`src/rtl/fiapp_run_ctrl_if.sv`:
```
// Host/DUT signal bundle for the fault-injection run controller.
// master = host plus DUT-output side, slave = the run controller.
interface fiapp_run_ctrl_if #(
    parameter int CNT_W = 65,
    parameter int LEN_W = 16,
    parameter int ERR_W = 8
);
    logic             start;
    logic             abort;
    logic [LEN_W-1:0] run_len;
    logic [7:0]       pattern;
    logic             dut_reset;
    logic             dut_enable;
    logic             dut_a;
    logic             dut_o1;
    logic             dut_o2;
    logic [CNT_W-1:0] dut_o4;
    logic             busy;
    logic             done;
    logic             pass;
    logic [ERR_W-1:0] err_cnt;
    logic [LEN_W-1:0] first_err_cyc;

    modport master (
        output start, abort, run_len, pattern, dut_o1, dut_o2, dut_o4,
        input  dut_reset, dut_enable, dut_a, busy, done, pass, err_cnt, first_err_cyc
    );

    modport slave (
        input  start, abort, run_len, pattern, dut_o1, dut_o2, dut_o4,
        output dut_reset, dut_enable, dut_a, busy, done, pass, err_cnt, first_err_cyc
    );
endinterface

```
`src/rtl/fiapp_run_ctrl.sv`:
```
// Test-run sequencer: drives the fiapp datapath, checks it against shadow models.
// done arrives run_len+5 cycles after an accepted start; start while busy is dropped.
module fiapp_run_ctrl #(
    parameter int CNT_W = 65,
    parameter int LEN_W = 16,
    parameter int ERR_W = 8
) (
    input  logic           clk,
    input  logic           reset,
    fiapp_run_ctrl_if.slave bus
);

    typedef enum logic [2:0] {IDLE, ARM, RUN, DRAIN, CHECK, DONE} state_t;

    state_t           state;
    state_t           state_nxt;
    logic [LEN_W-1:0] len_q;
    logic [LEN_W-1:0] run_last;
    logic [LEN_W-1:0] rcnt;
    logic [LEN_W-1:0] cyc;
    logic [7:0]       pat_q;
    logic             drain_q;
    logic             rst_q;
    logic             en_q;
    logic             a_q;
    logic             sq1;
    logic             sq2;
    logic [CNT_W-1:0] scnt;
    logic [CNT_W-1:0] scnt_inc;
    logic [ERR_W-1:0] err_q;
    logic [ERR_W-1:0] err_nxt;
    logic [LEN_W-1:0] ferr_q;
    logic             pass_q;
    logic             chk_act;
    logic             cnt_bad;
    logic             mism;
    logic [2:0]       a_idx;

    always_ff @(posedge clk or posedge reset) begin
        if (reset) state <= IDLE;
        else       state <= state_nxt;
    end

    always_comb begin
        state_nxt = state;
        case (state)
            IDLE:    if (bus.start) state_nxt = ARM;
            ARM:     state_nxt = (len_q == '0) ? DRAIN : RUN;
            RUN:     if (rcnt == run_last) state_nxt = DRAIN;
            DRAIN:   if (drain_q) state_nxt = CHECK;
            CHECK:   state_nxt = DONE;
            DONE:    state_nxt = IDLE;
            default: state_nxt = IDLE;
        endcase
        if (bus.abort && state != IDLE) state_nxt = IDLE;
    end

    assign run_last = len_q - LEN_W'(1);
    assign chk_act  = (state == ARM) || (state == RUN) || (state == DRAIN) || (state == CHECK);
    assign cnt_bad  = (state == CHECK) && (bus.dut_o4 != scnt);
    assign mism     = chk_act && ((bus.dut_o1 != sq1) || (bus.dut_o2 != sq2) || cnt_bad);
    assign err_nxt  = (mism && err_q != '1) ? err_q + ERR_W'(1) : err_q;
    // Outputs are registered from the next state, so index the pattern for the coming RUN cycle.
    assign a_idx    = (state == RUN) ? rcnt[2:0] + 3'd1 : 3'd0;

    always_ff @(posedge clk or posedge reset) begin
        if (reset) begin
            len_q   <= '0;
            pat_q   <= '0;
            rcnt    <= '0;
            cyc     <= '0;
            drain_q <= 1'b0;
            rst_q   <= 1'b1;
            en_q    <= 1'b0;
            a_q     <= 1'b0;
            err_q   <= '0;
            ferr_q  <= '1;
            pass_q  <= 1'b0;
        end else begin
            rst_q   <= (state_nxt == IDLE);
            en_q    <= (state_nxt == RUN);
            a_q     <= (state_nxt == RUN) && pat_q[a_idx];
            drain_q <= (state == DRAIN) && !drain_q;
            if (state == RUN) rcnt <= rcnt + LEN_W'(1);
            if (state == IDLE && bus.start) begin
                len_q  <= bus.run_len;
                pat_q  <= bus.pattern;
                rcnt   <= '0;
                cyc    <= '0;
                err_q  <= '0;
                ferr_q <= '1;
            end else if (chk_act) begin
                if (cyc != '1) cyc <= cyc + LEN_W'(1);
                err_q <= err_nxt;
                if (mism && err_q == '0) ferr_q <= cyc;
            end
            if (state == CHECK && state_nxt == DONE) pass_q <= (err_nxt == '0);
        end
    end

    // Shadows follow the registered DUT controls, so they see exactly what the DUT sees.
    always_comb begin
        scnt_inc     = scnt + CNT_W'(1);
        scnt_inc[32] = 1'b1;
    end

    always_ff @(posedge clk or posedge reset) begin
        if (reset) begin
            sq1  <= 1'b0;
            sq2  <= 1'b0;
            scnt <= '0;
        end else if (rst_q) begin
            sq1  <= 1'b0;
            sq2  <= 1'b0;
            scnt <= '0;
        end else begin
            sq1  <= en_q ? a_q : sq1;
            sq2  <= sq1;
            scnt <= scnt_inc;
        end
    end

    assign bus.dut_reset     = rst_q;
    assign bus.dut_enable    = en_q;
    assign bus.dut_a         = a_q;
    assign bus.busy          = (state != IDLE);
    assign bus.done          = (state == DONE);
    assign bus.pass          = pass_q;
    assign bus.err_cnt       = err_q;
    assign bus.first_err_cyc = ferr_q;

endmodule
```
`src/flat_wrapper.sv`:
```
// flat-port wrapper written by rule: the top's interface ports become plain ports
module fiapp_run_ctrl_flat 
#(
    parameter int CNT_W = 65,
    parameter int LEN_W = 16,
    parameter int ERR_W = 8
)
  (clk, reset, bus_start, bus_abort, bus_run_len, bus_pattern, bus_dut_o1, bus_dut_o2, bus_dut_o4, bus_dut_reset, bus_dut_enable, bus_dut_a, bus_busy, bus_done, bus_pass, bus_err_cnt, bus_first_err_cyc);
  fiapp_run_ctrl_if #(.CNT_W(CNT_W), .LEN_W(LEN_W), .ERR_W(ERR_W)) bus_i ();
  input  logic clk;
  input  logic reset;
  input wire logic [$bits(bus_i.start)-1:0] bus_start;
  input wire logic [$bits(bus_i.abort)-1:0] bus_abort;
  input wire logic [$bits(bus_i.run_len)-1:0] bus_run_len;
  input wire logic [$bits(bus_i.pattern)-1:0] bus_pattern;
  input wire logic [$bits(bus_i.dut_o1)-1:0] bus_dut_o1;
  input wire logic [$bits(bus_i.dut_o2)-1:0] bus_dut_o2;
  input wire logic [$bits(bus_i.dut_o4)-1:0] bus_dut_o4;
  output wire logic [$bits(bus_i.dut_reset)-1:0] bus_dut_reset;
  output wire logic [$bits(bus_i.dut_enable)-1:0] bus_dut_enable;
  output wire logic [$bits(bus_i.dut_a)-1:0] bus_dut_a;
  output wire logic [$bits(bus_i.busy)-1:0] bus_busy;
  output wire logic [$bits(bus_i.done)-1:0] bus_done;
  output wire logic [$bits(bus_i.pass)-1:0] bus_pass;
  output wire logic [$bits(bus_i.err_cnt)-1:0] bus_err_cnt;
  output wire logic [$bits(bus_i.first_err_cyc)-1:0] bus_first_err_cyc;
  assign bus_i.start = bus_start;
  assign bus_i.abort = bus_abort;
  assign bus_i.run_len = bus_run_len;
  assign bus_i.pattern = bus_pattern;
  assign bus_i.dut_o1 = bus_dut_o1;
  assign bus_i.dut_o2 = bus_dut_o2;
  assign bus_i.dut_o4 = bus_dut_o4;
  assign bus_dut_reset = bus_i.dut_reset;
  assign bus_dut_enable = bus_i.dut_enable;
  assign bus_dut_a = bus_i.dut_a;
  assign bus_busy = bus_i.busy;
  assign bus_done = bus_i.done;
  assign bus_pass = bus_i.pass;
  assign bus_err_cnt = bus_i.err_cnt;
  assign bus_first_err_cyc = bus_i.first_err_cyc;
  fiapp_run_ctrl #(.CNT_W(CNT_W), .LEN_W(LEN_W), .ERR_W(ERR_W)) u_core (.clk(clk), .reset(reset), .bus(bus_i));
endmodule
```
`config.mk`:
```
export PLATFORM = sky130hd
export DESIGN_NAME = fiapp_run_ctrl_flat
export DESIGN_NICKNAME = d
export VERILOG_FILES = /design/src/rtl/fiapp_run_ctrl_if.sv /design/src/rtl/fiapp_run_ctrl.sv /design/src/flat_wrapper.sv
export SDC_FILE = /design/constraint.sdc
export NUM_CORES = 1
export LEC_CHECK = 0
export ABC_AREA = 1
export CORE_MARGIN = 10
export CORE_UTILIZATION = 56
export DETAILED_ROUTE_END_ITERATION = 10
export PLACE_DENSITY = 0.91
export SLEW_MARGIN = 20
export SYNTH_ARGS = -nofsm -noshare
export SYNTH_HDL_FRONTEND = slang
export SYNTH_SLANG_ARGS = --single-unit
```
`constraint.sdc`:
```
create_clock -name clk -period 7.36 [get_ports clk]
set_input_delay 1.472 -clock clk [delete_from_list [all_inputs] [get_ports clk]]
set_output_delay 1.472 -clock clk [all_outputs]
set_load 0.01 [all_outputs]
```
* After elaboration in Yosys (flattened, before gate mapping) *
Cells that the tools add are included.
Widths: inputs -> output; s select.

word-level totals
  word-level logic and storage cells = 87
  output and inout port bits = 30
  register bits = 155

operators by class
  mux-type cells = 24
  equality and inequality tests = 13
  add/subtract/negate cells = 6
  reduce and logical (&&, ||, !) cells = 28
  $lt $le $gt $ge = 1

operators with widths
  operator               number
  $mux 16                8
  $add 65x1->65 const B  1
  $mux 65                1
  $ne 65x65->1           1
  $add 16x1->16 const B  2
  $mux 8                 3
  $eq 16x16->1           1
  $logic_not 16->1       1
  $logic_not 8->1        2
  $ne 16x16->1 const B   1
  $sub 16x1->16 const B  1
  $mux 3                 5
  $pmux 3 s5             1
  $reduce_bool 2->1      5
  $eq 3x2->1 const B     3
  $eq 3x3->1 const B     3
  $logic_and 1x1->1      9
  $add 8x1->8 const B    1
  $ne 8x8->1 const B     1
  $logic_not 3->1        2
  $logic_or 1x1->1       5
  $mux 1                 5
  $lt 3x4->1 const B     1
  $reduce_and 2->1       2
  6 further kinds        7

* Depth between registers and ports, before layout *
Gate-level depths: netlist (run 1).

  depth after elaboration = 9
  gate-level depth with buffers = 18

* Worst setup path before layout (run 1) *
OpenSTA, ideal clock, no wires.

  path type = input to register
  start = input port bus_dut_o4[6]
  end = register u_core.ferr_q[15], in the netlist u_core.bus.first_err_cyc[15]
  buffers on the path = 1
  data arrival time = 2720 ps
  path slack = 4562 ps
  stages on the path = 16
  cells stage by stage = nand2_1 -> inv_1 -> nor2_1 -> nor2_1 -> nand2_1 -> nor2_1 -> nand2_1 -> nor2_1 -> nand3_1 -> nand2_1 -> nand2_2 -> inv_2 -> o31ai_2 -> buf_2 -> o21ai_0 -> o21ai_0

on the way
  longest elaborated chain between the ends = 7

RTL lines
  element                             RTL line              text
  from (decl)                         flat_wrapper.sv:18    input wire logic [$bits(bus_i.dut_o4)-1:0] bus_dut_o4;
  $ne 65x65->1                        fiapp_run_ctrl.sv:60  assign cnt_bad = (state == CHECK) && (bus.dut_o4 != scnt);
  $logic_and 1x1->1                   fiapp_run_ctrl.sv:60
  $logic_or 1x1->1                    fiapp_run_ctrl.sv:61  assign mism = chk_act && ((bus.dut_o1 != sq1) || (bus.dut_o2 != sq2) || cnt_bad);
  $logic_and 1x1->1                   fiapp_run_ctrl.sv:61
  $logic_and 1x1->1                   fiapp_run_ctrl.sv:95  if (mism && err_q == '0) ferr_q <= cyc;
  $reduce_bool 2->1 (no source line)  n/a
  $reduce_and 2->1 (no source line)   n/a
  to (signal assigned)                fiapp_run_ctrl.sv:95
  to (decl)                           fiapp_run_ctrl.sv:32  logic [LEN_W-1:0] ferr_q;

No other way between the ends.
A chain may end at the register's enable or synchronous reset.

* Worst setup path after layout (run 1) *
  start = register u_core.rst_q, in the netlist u_core.bus.dut_reset
  end = output port bus_dut_reset

RTL lines
  element                 RTL line              text
  from (decl)             fiapp_run_ctrl.sv:23  logic rst_q;
  from (signal assigned)  fiapp_run_ctrl.sv:80  rst_q <= (state_nxt == IDLE);
  to (decl)               flat_wrapper.sv:19    output wire logic [$bits(bus_i.dut_reset)-1:0] bus_dut_reset;

No word-level cell between the ends.

==> results of run 1 <==
[Yosys cell counts (all sizes together), types with 17 or more instances]
master | count | share of area, %
nor2 | 189 | 7.8
inv | 210 | 8.2
a21oi | 55 | 2.9
dfstp | 17 | 4.7
nor3 | 72 | 4.2
xnor2 | 45 | 4.1
nand3 | 47 | 2.6
xor2 | 28 | 2.6
nor4 | 18 | 1.3
nand2 | 350 | 14
clkbuf | 17 | 0.67
nand4 | 27 | 2.1
o21ai | 92 | 4.8
dfrtp | 138 | 36
[state kept, by name, indices dropped and copies added (netlist names), 3 cells and up]
register	flops
u_core.scnt	65
u_core.bus.first_err_cyc	16
u_core.cyc	16
u_core.len_q	16
u_core.rcnt	16
u_core.bus.err_cnt	8
u_core.pat_q	8
u_core.state	3
[how the worst max path moves through the flow]
stage,from,to,cells past startpoint
global route,u_core.bus.dut_reset,bus_dut_reset,1
global placement,bus_start,u_core.bus.dut_a,9
CTS,u_core.bus.dut_reset,bus_dut_reset,1
detailed placement,bus_dut_o4[11],u_core.bus.pass,19
floorplan,reset,u_core.bus.dut_a,1
finish,u_core.bus.dut_reset,bus_dut_reset,1
[stage by stage]
stage                     area (um2)  util [%]  hold WS, ns  instances  power, mW
after floorplan                 9563         -       0.4247       1350      1.857
after global placement         11020     66.22       0.4400       1676      2.190
after detailed placement       11020     66.22       0.4677       1676      2.237
after CTS                      11620     69.83       0.4808       1708      3.145
after global routing           11620     69.83       0.5030       1708      3.340
final                          11620     69.83       0.4764       1708      3.137
[layout make-up]
class                   count  area [um2]
clock buffers              17       425.4
clock inverters            15       175.2
fillers                  1357        5021
inverters                 211       797.0
multi-input cells         962        4777
flip-flops and latches    155        3900
well taps                 220       275.3
repair buffers            128        1271
[power groups by stage]
stage	clock network [mW]	registers (mW)	logic, mW
final	0.904	1.19	1.04
after global routing	0.945	1.21	1.18
after CTS	0.909	1.19	1.05
after detailed placement	0	1.20	1.04
after global placement	0	1.20	0.992
after floorplan	0	1.18	0.679
[kinds of logic (layout without fill, tap and decap cells)]
family / after synthesis / in the layout / share of synthesized area, %
xor gates and xnor gates: 73 / 73 / 6.686
and+or+nand+nor: 721 / 721 / 33.43
AOI/OAI and AO/OA: 162 / 162 / 9.054
DFF: 155 / 155 / 40.78
adders and majority gates: 6 / 6 / 0.7850
buffers and inverters: 233 / 371 / 9.263
[layer usage]
layer | GRT usage (%) | wire length (um)
met2 | 39.46 | 12860
met4 | 9.673 | 763
met3 | 5.522 | 1811
met5 | 0 | 0
met1 | 26.13 | 10010
==> results.json, run 1 <==
{
  "viasPerCell": 5.423,
  "crit_type": "reg -> out",
  "cts-root-buf": "clkbuf_16",
  "peakVddDrop_uv": 244.2,
  "final_common_cell": "nand2_1",
  "relSlewSlack_pct": 43.47,
  "hold_viol_final": 0,
  "slowest_delay_ns": 0.95,
  "die_area_um2": 22700,
  "grt_pass1_vias": 9043,
  "tightest_slew_ns": 0.8479,
  "min_path_cells": 1,
  "vias": 9262,
  "insertedDiodeCount": 0,
  "power.share.combinational_pct": 33.3,
  "drcViolationCount": 0,
  "path_max_fanout": 29,
  "ctsHoldBuffers": 0,
  "grt_remaining_overflow": 0,
  "tritoncts": "built",
  "rsz0062_at_grt": "false",
  "drive_gt1_share_pct": 6.384,
  "fin_ws_ns": 3.775,
  "netlist_instances": 1350,
  "min_from": "u_core.drain_q",
  "crit_path_end_kind": "primary output",
  "cp_slowest_cell": "dfstp_2",
  "drt_wl_total_mm": 25.44,
  "clock_latency_ns": 0.44,
  "grt_start_max_net_pins": 93,
  "ys_warn_count": 0,
  "maxCapViolations": 0,
  "yosysUniqueCellTypes": 52,
  "postCtsSetupBuffers": 0,
  "dpl.hpwl_mm": 19.13,
  "finalSetupTns_ns": 0,
  "cts_resized": 0,
  "dp_slack_ns": 3.578,
  "ant_nets": 0,
  "cts_max_level": 4,
  "sw_frac_of_total_pct": 36.99,
  "outcome": "completed",
  "skew_ns": 0.01357,
  "timing.final.crit_share_pct": 48.71,
  "ys_ff_latch": 155,
  "initial_utilization_pct": 57.46,
  "netlist_area_um2": 9563,
  "cts_buffer_depth": 2,
  "grtUsageTotal_pct": 22.71,
  "r2r-start": "u_core.scnt[0]",
  "leakage_nw": 4.998,
  "regToRegSetupSlack_ns": 4.53,
  "path_buf_inv": 1,
  "ios": 125,
  "fin_crit_ns": 3.585,
  "cpLargestDelayFamily": "flip-flops",
  "pwr-share-clk_pct": 28.8,
  "p_per_area_nw_per_um2": 269.9,
  "grt_first_pass_wirelength_mm": 42.08,
  "switchingPower_mw": 1.160,
  "dr.pass1.iters": 6,
  "synthToLayoutAreaGrowth_pct": 21.52,
  "setup_viol": 0,
  "hold_end": "u_core.drain_q",
  "final_cell_mix": "344 x nand2_1, 205 x inv_1, 181 x nor2_1",
  "fmax_mhz": 279.0,
  "internal_power_mw": 1.976,
  "min_path_type": "reg -> reg",
  "core_um2": 16640,
  "cts.sinks": 155,
  "synth_edf_count": 0,
  "seq_area_frac_synth_pct": 40.78,
  "r2r_end": "u_core.scnt[50]",
  "reg2reg_depth": 13,
  "clk_pin_slew_ns": 0.07,
  "start_kind": "flip-flop",
  "drv_slew": 0,
  "ys.flop_type": "dfrtp_1",
  "crit_chain": "clkdlybuf4s50_1",
  "async_reset_ff_share_pct": 100.0,
  "cts_buffers": 17,
  "crit_required_ns": 5.89,
  "die_w_um": 150.7,
  "cp.arrival_ns": 2.11,
  "rows": 47,
  "antenna_found_initial": 0,
  "syn_area_per_cell_um2": 7.084,
  "port_buffers": 124,
  "dr.first_iter.drc_count": 857,
  "num-nets-final": 1576,
  "finalWeightedCongestion": 0.9431,
  "syn_nets": 1451,
  "pwr-share-seq_pct": 37.9,
  "die_h_um": 150.7,
  "wl_per_cell_um": 14.90
}
Note: power is estimated with default switching activity, not from simulation.
==> inputs of run 2 (changes only) <==
- clock period: 7.36 -> 3.3 ns (I/O delays scaled with it)
==> results.json, run 2 (synthesized netlist as in run 1, its figures left out) <==
{
  "outcome": "completed",
  "ctsHoldBuffers": 0,
  "max_flop_register": "u_core.scnt",
  "skew_ns": 0.009602,
  "dr.first_iter.drc_count": 719,
  "finalWeightedCongestion": 0.9569,
  "final_cell_mix": "344 x nand2_1, 205 x inv_1, 181 x nor2_1",
  "crit_top_cell": "nand2_1",
  "cts.sinks": 155,
  "initial_utilization_pct": 57.46,
  "r2r-start": "u_core.scnt[49]",
  "setup_viol": 0,
  "synthToLayoutAreaGrowth_pct": 21.98,
  "fin_crit_ns": 2.819,
  "tritoncts": "built",
  "vias": 9271,
  "p_per_area_nw_per_um2": 597.0,
  "relSlewSlack_pct": 39.28,
  "internal_power_mw": 4.413,
  "reg2reg_depth": 16,
  "drv_slew": 0,
  "port_buffers": 124,
  "cts-root-buf": "clkbuf_16",
  "path_max_fanout": 18,
  "m1WireLength_mm": 10.11,
  "cts_buffers": 17,
  "num-nets-final": 1582,
  "grtUsageTotal_pct": 23.67,
  "switchingPower_mw": 2.551,
  "drive_gt1_share_pct": 6.627,
  "wl_per_cell_um": 15.36,
  "ant_nets": 0,
  "crit_required_ns": 3.65,
  "peakVddDrop_uv": 446.0,
  "clock_latency_ns": 0.43,
  "cts_buffer_depth": 2,
  "viasPerCell": 5.409,
  "crit_path_end_kind": "flip-flop",
  "top_layer": "met4",
  "dr.pass1.iters": 5,
  "grt_start_max_net_pins": 68,
  "dp_slack_ns": 0.07638,
  "rows": 47,
  "crit_type": "in -> reg",
  "drcViolationCount": 0,
  "finalSetupTns_ns": 0,
  "grt_remaining_overflow": 0,
  "min_path_type": "reg -> reg",
  "min_path_cells": 1,
  "dr_wl_met3_mm": 1.816,
  "fmax_mhz": 354.8,
  "cts_resized": 0,
  "grt_first_pass_wirelength_mm": 43.63,
  "pwr-share-seq_pct": 37.4,
  "core_um2": 16640,
  "tightest_slew_ns": 0.9054,
  "timing.final.crit_share_pct": 85.41,
  "grt_pass1_vias": 9363,
  "cts_max_level": 4,
  "regToRegSetupSlack_ns": 0.64,
  "final_cells": 1714,
  "pwr-share-clk_pct": 27.8,
  "die_h_um": 150.7,
  "slowest_delay_ns": 0.72,
  "drt_wl_total_mm": 26.32,
  "fin_ws_ns": 0.4814,
  "min_from": "u_core.drain_q",
  "leakage_nw": 5.012,
  "die_w_um": 150.7,
  "start_kind": "primary input",
  "crit_chain": "clkdlybuf4s50_1 > inv_1 > nand2_1 > nand2_1 > nor2_1 > nand2_1 > nor2_1 > nand2_1 > nor2_1 > nand3_1 > nand2_1 > nand2_2 > inv_2 > o31ai_2 > buf_4 > o21ai_0 > o21ai_0",
  "ios": 125,
  "rsz0062_at_grt": "false",
  "r2r_end": "u_core.bus.first_err_cyc[4]",
  "antenna_found_initial": 0,
  "maxCapViolations": 0,
  "hold_end": "u_core.drain_q",
  "largest_reg_flops": 65,
  "hold_viol_final": 0,
  "cp.arrival_ns": 3.16,
  "sw_frac_of_total_pct": 36.64,
  "postCtsSetupBuffers": 0,
  "p_total_mw": 6.964,
  "final_common_cell": "nand2_1",
  "dpl.hpwl_mm": 20.03,
  "clk_pin_slew_ns": 0.06,
  "power.share.combinational_pct": 34.9,
  "cp_slowest_cell": "o31ai_2",
  "dp.cells": 1682,
  "met2_length_mm": 13.46,
  "insertedDiodeCount": 0,
  "die_area_um2": 22700
}
==> run 2: changes by cell type in the layout (fill, tap and decap cells not counted) <==
cell	delta
clkinv_2	+2
inv_8	-2
clkinvlp_4	+3
inv_6	-5
buf_12	+2
clkbuf_1	+2
buf_4	+4
==> run 2: worst max path at each step <==
stage / from / endpoint / slack (ns) / depth (start not counted)
after floorplan: reset / u_core.bus.dut_a / 0.69 / 1
after global placement: bus_dut_o4[40] / u_core.bus.first_err_cyc[0] / 0.14 / 17
after detailed placement: bus_dut_o4[40] / u_core.bus.first_err_cyc[2] / 0.08 / 16
after CTS: bus_dut_o4[60] / u_core.bus.first_err_cyc[2] / 0.48 / 17
after global routing: bus_dut_o4[60] / u_core.bus.first_err_cyc[4] / 0.19 / 17
final: bus_dut_o4[60] / u_core.bus.first_err_cyc[4] / 0.48 / 17
==> run 2: power by group through the flow <==
| stage | combinational (mW) | clock, mW | sequential, mW |
|---|---|---|---|
| after floorplan | 1.51 | 0 | 2.63 |
| after global placement | 2.35 | 0 | 2.62 |
| after detailed placement | 2.42 | 0 | 2.63 |
| after CTS | 2.44 | 1.95 | 2.60 |
| after global routing | 2.75 | 2.03 | 2.65 |
| final | 2.43 | 1.93 | 2.60 |
==> run 2: layout make-up <==
type,instances,area [um2]
fillers,1315,4977
clock inverters,13,142.6
clock buffers,19,432.9
multi-input cells,962,4777
inverters,211,795.8
well taps,220,275.3
flip-flops and latches,155,3900
repair buffers,134,1341
==> run 2: critical path: cells and delay by family <==
kind,cells,cell delay (ns)
compound gates,3,0.91
buf+inv,4,0.94
simple gates,10,0.65
==> run 2: routing by layer <==
layer,track usage (%),vias up
li1,-,4551
met1,26.27,4271
met2,42.33,370
met3,5.222,79
met4,10.78,0
met5,0,-
==> run 2: through the flow <==
step / instance area, um2 / hold WS [ns] / util (%)
floorplan: 9567 / 0.4247 / -
global placement: 11090 / 0.4410 / 66.63
detailed placement: 11090 / 0.4501 / 66.63
CTS: 11660 / 0.4569 / 70.09
global route: 11660 / 0.5015 / 70.09
finish: 11660 / 0.4588 / 70.09
==> inputs of run 3 (changes only) <==
--- a/config.mk
+++ b/config.mk
@@ -16 +16,2 @@
 export SYNTH_SLANG_ARGS = --single-unit
+export TNS_END_PERCENT = 100
==> constraint.sdc (replaced) <==
create_clock -name clk -period 3.3 [get_ports clk]
set_input_delay 0.33 -clock clk [delete_from_list [all_inputs] [get_ports clk]]
set_output_delay 0.33 -clock clk [all_outputs]
set_load 0.01 [all_outputs]
==> results.json, run 3 (synthesized netlist as in run 1, its figures left out) <==
{
  "timing.final.crit_share_pct": 77.29,
  "outcome": "completed",
  "setup_viol": 0,
  "rows": 47,
  "antenna_found_initial": 0,
  "final_cells": 1713,
  "grt_start_max_net_pins": 70,
  "cts.sinks": 155,
  "cp.arrival_ns": 2.86,
  "max_flop_register": "u_core.scnt",
  "hold_viol_final": 0,
  "drive_gt1_share_pct": 6.564,
  "path_max_fanout": 5,
  "initial_utilization_pct": 57.46,
  "grtUsageTotal_pct": 23.02,
  "finalWeightedCongestion": 0.9585,
  "dp.cells": 1680,
  "ant_nets": 0,
  "tritoncts": "built",
  "cts_buffer_depth": 2,
  "drv_slew": 0,
  "start_kind": "flip-flop",
  "pwr-share-seq_pct": 37.3,
  "finalSetupTns_ns": 0,
  "crit_required_ns": 3.61,
  "fin_crit_ns": 2.551,
  "relSlewSlack_pct": 48.84,
  "ctsHoldBuffers": 0,
  "synthToLayoutAreaGrowth_pct": 22.02,
  "dr.pass1.iters": 6,
  "pwr-share-clk_pct": 27.5,
  "vias": 9334,
  "postCtsSetupBuffers": 0,
  "die_area_um2": 22700,
  "cts_max_level": 4,
  "fmax_mhz": 392.1,
  "min_path_type": "in -> async",
  "sw_frac_of_total_pct": 37.63,
  "num-nets-final": 1581,
  "dpl.hpwl_mm": 19.46,
  "die_h_um": 150.7,
  "switchingPower_mw": 2.620,
  "leakage_nw": 5.004,
  "crit_type": "reg -> reg",
  "clk_pin_slew_ns": 0.07,
  "power.share.combinational_pct": 35.3,
  "final_common_cell": "nand2_1",
  "p_total_mw": 6.963,
  "wl_per_cell_um": 15.33,
  "skew_ns": 0.01321,
  "tightest_slew_ns": 0.7603,
  "die_w_um": 150.7,
  "cts_resized": 0,
  "internal_power_mw": 4.343,
  "dr.first_iter.drc_count": 939,
  "cts_buffers": 17,
  "port_buffers": 124,
  "maxCapViolations": 0,
  "grt_remaining_overflow": 0,
  "drt_wl_total_mm": 26.26,
  "rsz0062_at_grt": "false",
  "peakVddDrop_uv": 423.7,
  "grt_pass1_vias": 9028,
  "viasPerCell": 5.449,
  "grt_first_pass_wirelength_mm": 42.44,
  "ios": 125,
  "p_per_area_nw_per_um2": 596.7,
  "clock_latency_ns": 0.43,
  "crit_path_end_kind": "flip-flop",
  "final_cell_mix": "344 x nand2_1, 205 x inv_1, 181 x nor2_1",
  "insertedDiodeCount": 0,
  "cts-root-buf": "clkbuf_16",
  "largest_reg_flops": 65,
  "drcViolationCount": 0,
  "core_um2": 16640
}
-- run 3: cell count changes in the layout (fill, tap and decap cells not counted), sizes merged --
cell      delta
clkinv       -3
inv          +3
bufinv       -1
clkinvlp     +1
buf          -1
-- run 3: worst paths after layout --
path                                       from                     endpoint  slack, ns  cells past startpoint
worst max-delay path             u_core.scnt[0]              u_core.scnt[50]       0.75                     13
worst min-delay path                      reset              u_core.pat_q[3]       0.32                      2
worst max register to register   u_core.scnt[0]              u_core.scnt[50]       0.75                     13
worst min register to register   u_core.drain_q               u_core.drain_q       0.46                      1
max in group asynchronous                 reset  u_core.bus.first_err_cyc[0]       2.21                      3
min in group clk                bus_run_len[14]             u_core.len_q[14]       0.43                      3
-- run 3: metrics by stage --
step	hold slack [ns]	utilization (%)	setup WS (ns)	instance area [um2]
after global routing	0.3686	70.12	0.5191	11670
after global placement	0.4379	66.54	0.7555	11070
after detailed placement	0.4541	66.54	0.6827	11070
after CTS	0.4185	69.95	0.8087	11640
after floorplan	0.4247	-	1.025	9567
final	0.3248	70.12	0.7493	11670
-- run 3: worst max-delay path, cell delays in order, from the launching register on --
cell     delay [ns]
dfrtp_1        0.42
ha_1           0.19
nand2_1        0.10
nor2_2         0.17
nand2_2        0.10
nor2_4         0.17
inv_2          0.08
nor2_4         0.09
nand2_2        0.09
nor3_4         0.31
nand4_2        0.21
or2_0          0.28
o21ai_0        0.16
a21oi_1        0.06
-- run 3: power groups by stage --
stage	combinational, mW	sequential, mW	clock [mW]
floorplan	1.51	2.63	0
global placement	2.35	2.60	0
detailed placement	2.42	2.62	0
CTS	2.45	2.59	1.92
global route	2.74	2.64	2.01
finish	2.46	2.59	1.91
-- run 3: cell type report --
cell class	instances	area, um2
fill	1334	4974
timing repair buffer	133	1354
inverter	211	795.8
sequential	155	3900
multi-input combinational	962	4777
clock inverter	13	133.9
clock buffer	19	432.9
tap	220	275.3
-- run 3: layer usage --
layer,vias to the layer above,GRT usage [%],share of wire (%)
met5,-,0,0
li1,4552,-,-
met1,4267,26.76,39
met3,87,4.682,7.2
met4,0,11.02,3.7
met2,428,39.79,50
